--- src/rtl/fifo_read_scheduler.sv ---
// Paces RX FIFO pops with a tick enable and packs byte pairs
// into 16-bit words written to SRAM at consecutive addresses.
module fifo_read_scheduler #(
  parameter int TICK_PERIOD = 10000,
  parameter int ADDR_W      = 20
) (
  input  logic              clk,
  input  logic              rst,
  input  logic              start,
  input  logic [ADDR_W-1:0] base_addr,
  input  logic [ADDR_W-1:0] len_words,
  input  logic              fifo_empty,
  input  logic [7:0]        fifo_dout,
  output logic              fifo_rd_en,
  output logic              sram_req,
  output logic [ADDR_W-1:0] sram_addr,
  output logic [15:0]       sram_wdata,
  input  logic              sram_ack,
  output logic              busy,
  output logic              done,
  output logic [ADDR_W-1:0] word_count
);

  localparam int CW = (TICK_PERIOD > 2) ? $clog2(TICK_PERIOD) : 1;

  typedef enum logic [2:0] {
    IDLE,
    WAIT_TICK,
    POP,
    CAPTURE,
    WRITE,
    FINISH
  } state_t;

  state_t state, state_nx;

  logic [CW-1:0]     cnt;
  logic              tick;
  logic              phase;
  logic              accept;
  logic [ADDR_W-1:0] addr;
  logic [ADDR_W-1:0] len;
  logic [ADDR_W-1:0] count;
  logic [15:0]       wdata;

  assign tick   = (cnt == CW'(TICK_PERIOD - 1));
  assign accept = (state == IDLE) && start;

  always_ff @(posedge clk) begin
    if (rst) state <= IDLE;
    else     state <= state_nx;
  end

  always_comb begin
    state_nx   = state;
    fifo_rd_en = 1'b0;
    sram_req   = 1'b0;
    done       = 1'b0;
    busy       = 1'b1;
    unique case (state)
      IDLE: begin
        busy = 1'b0;
        if (start)
          state_nx = (len_words == '0) ? FINISH : WAIT_TICK;
      end
      WAIT_TICK: begin
        // ticks with an empty FIFO are skipped, not remembered
        if (tick && !fifo_empty) state_nx = POP;
      end
      POP: begin
        fifo_rd_en = 1'b1;
        state_nx   = CAPTURE;
      end
      CAPTURE: begin
        state_nx = phase ? WRITE : WAIT_TICK;
      end
      WRITE: begin
        sram_req = 1'b1;
        if (sram_ack)
          state_nx = (count + 1'b1 == len) ? FINISH : WAIT_TICK;
      end
      FINISH: begin
        done     = 1'b1;
        state_nx = IDLE;
      end
      default: state_nx = IDLE;
    endcase
  end

  always_ff @(posedge clk) begin
    if (rst) begin
      cnt   <= '0;
      phase <= 1'b0;
      addr  <= '0;
      len   <= '0;
      count <= '0;
      wdata <= '0;
    end else begin
      if (accept) begin
        cnt   <= '0;
        phase <= 1'b0;
        addr  <= base_addr;
        len   <= len_words;
        count <= '0;
      end else if (state != IDLE) begin
        cnt <= tick ? '0 : cnt + 1'b1;
      end
      if (state == CAPTURE) begin
        if (!phase) wdata[15:8] <= fifo_dout;
        else        wdata[7:0]  <= fifo_dout;
        phase <= ~phase;
      end
      if (state == WRITE && sram_ack) begin
        addr  <= addr + 1'b1;
        count <= count + 1'b1;
      end
    end
  end

  assign sram_addr  = addr;
  assign sram_wdata = wdata;
  assign word_count = count;

endmodule

--- config.mk ---
export PLATFORM = sky130hd
export DESIGN_NAME = fifo_read_scheduler
export DESIGN_NICKNAME = d
export VERILOG_FILES = /design/src/rtl/fifo_read_scheduler.sv
export SDC_FILE = /design/constraint.sdc
export NUM_CORES = 1
export LEC_CHECK = 0
export CORE_MARGIN = 2
export CORE_UTILIZATION = 30
export CTS_BUF_LIST = sky130_fd_sc_hd__clkbuf_8
export DETAILED_ROUTE_END_ITERATION = 10
export GPL_ROUTABILITY_DRIVEN = 0
export PLACE_DENSITY = 0.6
export SYNTH_ARGS = -nofsm -noshare
export SYNTH_HDL_FRONTEND = slang
export SYNTH_SLANG_ARGS = --single-unit
--- constraint.sdc ---
create_clock -name clk -period 2.82 [get_ports clk]
set_input_delay 0.423 -clock clk [delete_from_list [all_inputs] [get_ports clk]]
set_output_delay 0.423 -clock clk [all_outputs]
set_load 0.01 [all_outputs]
After elaboration in Yosys (flattened, before gate mapping)
Cells that the tools add are included.
{"block": "word_totals", "regBits": 94, "inputBits": 53, "output_inout_bits": 60, "wordCells": 53}
{"block": "classes", "n_addsub": 3, "eq_ne": 10, "n_mux": 18, "bitwise": 1, "n_reduce_logical": 13}
{"operator": "two-way mux 20 bit", "n": 4}
{"operator": "adder 20 x 1 -> 20 bit (second input constant)", "n": 2}
{"operator": "equality test 20 bit", "n": 1}
{"operator": "zero test 20 bit", "n": 1}
{"operator": "two-way mux 3 bit", "n": 6}
{"operator": "one-hot mux 3 bit (5 select lines)", "n": 1}
{"operator": "adder 14 x 1 -> 14 bit (second input constant)", "n": 1}
{"operator": "equality test 14 bit (second input constant)", "n": 1}
{"operator": "two-way mux 14 bit", "n": 1}
{"operator": "equality test 3 x 2 -> 1 bit (second input constant)", "n": 2}
{"operator": "equality test 3 bit (second input constant)", "n": 2}
{"operator": "two-way mux 1 bit", "n": 6}
{"operator": "!= test 2 bit (second input constant)", "n": 3}
{"operator": "AND reduction 2 bit", "n": 2}
{"operator": "nonzero test 2 bit", "n": 2}
{"operator": "equality test 3 x 1 -> 1 bit (second input constant)", "n": 1}
{"operator": "logical AND 1 bit", "n": 3}
{"operator": "zero test 3 bit", "n": 1}
{"operator": "AND reduction 3 bit", "n": 1}
{"operator": "nonzero test 3 bit", "n": 1}
{"operator": "OR reduction 2 bit", "n": 1}
{"operator": "zero test 1 bit", "n": 1}
{"operator": "inverter 1 bit", "n": 1}

Longest topological paths before layout
{"block": "logic_depth", "word_depth": 5, "depth_mapped": 10}

Worst setup path after synthesis
OpenSTA, ideal clock, no wires.
{"block": "synth_path", "path_kind": "reg-to-reg", "start": "register count[0] (netlist: word_count[0])", "end": "register state[2]", "setup_ns": 0.084, "arrival_time_ns": 2.147, "slack_ns": 0.589, "stages_incl_launch_ff": 8, "n_path_buf": 0, "synth_period_minus_slack_ns": 2.231, "cell_sequence": "dfxtp_1 ha_1 nand3_1 nor4_1 xnor2_1 o311ai_0 a2111o_1 o31ai_2"}
{"block": "synth_between", "elab_chain_len": 5}
{"item": "start, declared", "line_no": "43", "text": "logic [ADDR_W-1:0] count;"}
{"item": "start signal, assigned", "line_no": "115", "text": "count <= count + 1'b1;"}
{"item": "adder 20 x 1 -> 20 bit", "line_no": "80", "text": "state_nx = (count + 1'b1 == len) ? FINISH : WAIT_TICK;"}
{"item": "equality test 20 bit", "line_no": "80"}
{"item": "two-way mux 3 bit", "line_no": "80"}
{"item": "two-way mux 3 bit", "line_no": "79", "text": "if (sram_ack)"}
{"item": "one-hot mux 3 bit (5 select lines)", "line_no": "60", "text": "unique case (state)"}
{"item": "end signal, assigned", "line_no": "51", "text": "else state <= state_nx;"}
{"item": "end, declared", "line_no": "35", "text": "state_t state, state_nx;"}
Every way passes these cells. The select of a mux whose other input is x is not followed.
A chain may end at the register's enable or synchronous reset.

Final worst setup path
Ends and elaborated chain as after synthesis.

==> impl_metrics.json <==
{
  "io_buffers": 112,
  "worstPathArrival_ns": 2.82,
  "cts_buffer_depth": 2,
  "synth_compound_area_share_pct": 18.5,
  "die-area_mm2": 0.0171,
  "finalHoldWorstSlack_ns": 0.448,
  "drc_errors": 0,
  "finalSetupTns_ns": 0,
  "syn_inst": 636,
  "cts.sinks": 94,
  "first_global_vias": 4604,
  "finClkSkew_ns": 0.0157,
  "cts_root_buffer": "clkbuf_8",
  "synthAdderAreaFrac_pct": 0.778,
  "post-route-period-util_pct": 88.9,
  "antenna_cells": 0,
  "io_pins": 113,
  "synthToLayoutAreaGrowth_pct": 32.5,
  "maxSlewHeadroom_pct": 56.4,
  "crit_type": "reg2reg",
  "wl_um": 15000,
  "synth-edff-count": 0,
  "cp-start-kind": "flip-flop",
  "synth-xor-area-share_pct": 6.72,
  "synthTopCellsByCount": "nand2_1, dfxtp_1, nor2_1",
  "synth_top_family_by_area": "simple AND/OR/NAND/NOR gates",
  "numCtsBuffers": 9,
  "grt_setup_unrepaired": "false",
  "cap_violations": 0,
  "hold_class": "in2reg",
  "endpoint": "state[2]",
  "ant_nets": 0,
  "synth_top_area_share_pct": 39.0,
  "yosys_warnings": 0,
  "start_util_pct": 30.5,
  "core_mm2": 0.0158,
  "clk_pin_slew_worst_paths_ns": 0.10,
  "synth.most_common_cell": "nand2_1",
  "drt_first_pass_iters": 5,
  "grt_pass1_wl_um": 24300,
  "grtUsageTotal_pct": 18.2,
  "min_period_ns": 2.51,
  "yosys.area_share.simple_pct": 30.8,
  "hold_viol": 0,
  "worstReg2RegEnd": "state[2]",
  "synth_top_flop_cell": "dfxtp_1",
  "hold_buffers": 0,
  "synth_area_mm2": 0.00483,
  "worstPathRequired_ns": 3.13,
  "outcome": "completed",
  "drt_iter0_markers": 307,
  "antenna_found_initial": 0,
  "reg2reg_depth": 7,
  "vias_per_cell": 5.09,
  "cts_tree": "yes",
  "die_y_um": 131,
  "vias": 4891,
  "muxShareOfSynthArea_pct": 0.441,
  "r2r_start": "word_count[0]",
  "finalNetCount": 797,
  "post_cts_buffers": 0,
  "syn_avg_cell_area_um2": 7.59,
  "place_hpwl_um": 10800,
  "synth-seq-cells": 94,
  "wl_per_cell_um": 15.6,
  "ir_worst_vdd_mv": 0.217,
  "core.rowCount": 46,
  "yosysTopAreaCell": "dfxtp_1",
  "ys_types": 64,
  "regToRegSetupSlack_ns": 0.31,
  "die_width_um": 131,
  "grt_start_max_net_pins": 35,
  "crit_path_start": "word_count[0]",
  "htree_num_levels": 3,
  "fmax_mhz": 399,
  "drive_gt1_share_pct": 6.44,
  "synth.area.top_cells": "dfxtp_1, nand2_1, a21oi_1, nor2_1, xor2_1",
  "setup_viol": 0,
  "powerDensity_mw_per_mm2": 459,
  "ctsResizeCount": 0,
  "cp-end-kind": "flip-flop",
  "yosysSeqAreaShare_pct": 39.0,
  "clk_latency_ns": 0.39,
  "grt_remaining_overflow": 0,
  "tightest_slew_ns": 0.648,
  "p_leak_nw": 2.18,
  "final_max_slew_viol_count": 0,
  "async_reset_ff_share_pct": 0,
  "crit_fanout": 9,
  "syn_nets": 692
}
## kinds of logic after synthesis
logic type,after synthesis
and+or+nand+nor,309
AOI/OAI and AO/OA,146
DFF,94
buffers and inverters,45
xor gates and xnor gates,37
adders and majority gates,3
muxes,2
## power breakdown
part           switching, mW  internal, mW  total, mW
logic                  0.282         0.271      0.553
clock network          0.496         0.398      0.893
registers             0.0908          1.40       1.49
## worst min path at each step
stage,from,endpoint,slack (ns),cells past startpoint
3_5_place_dp,sram_wdata[8],sram_wdata[8],0.45,2
5_1_grt,rst,sram_addr[13],0.45,2
2_1_floorplan,len[9],len[9],0.45,2
6_report,rst,sram_addr[14],0.45,2
3_3_place_gp,sram_wdata[3],sram_wdata[3],0.44,2
4_1_cts,rst,sram_addr[0],0.43,2
## placed cells by master (no fill, tap or decap), types with 16 or more instances in the layout
cell	n
nand2_1	114
buf_4	21
a21oi_1	67
dfxtp_1	94
nor2_1	74
xor2_1	19
nand3_1	25
clkdlybuf4s50_1	111
nor3_1	16
o21ai_0	29
xnor2_1	18
## stage by stage
| stage | util (%) | area (µm²) | total power [mW] | setup WS (ns) | cells |
|---|---|---|---|---|---|
| after floorplan | - | 4830 | 1.80 | 0.589 | 636 |
| after global placement | 39.2 | 6210 | 2.08 | 0.439 | 946 |
| after detailed placement | 39.2 | 6210 | 2.08 | 0.390 | 946 |
| after CTS | 40.4 | 6390 | 2.97 | 0.347 | 961 |
| after global routing | 40.4 | 6390 | 3.08 | 0.0106 | 961 |
| final | 40.4 | 6390 | 2.94 | 0.314 | 961 |
## worst max-delay path: stages (launching register included)
cell and delay, ns:
dfxtp_1 0.48, ha_1 0.33, and3_1 0.27, nand2_1 0.14, or4_1 0.52, a22oi_1 0.22
nand4_1 0.20, o31ai_2 0.28
## per-layer routing
metal / GRT usage, % / wire length, µm / vias to the layer above
li1: - / - / 2470
met1: 23.9 / 6880 / 2245
met2: 28.5 / 6660 / 154
met3: 5.99 / 1170 / 22
met4: 5.63 / 268 / 0
met5: 0 / 0 / -
## sequential cells by signal, summed over array words and instances (netlist names)
name        flops
state           3
word_count     20
len            20
phase           1
sram_wdata     16
cnt            14
sram_addr      20
## cell type report
type,instances,area [µm²]
multi-input combinational,497,2760
clock inverter,6,57.6
sequential,94,1880
fill,1653,9430
clock buffer,9,124
timing repair buffer,133,1270
tap,216,270
inverter,6,22.5
Power figures use the tool's default switching activity.
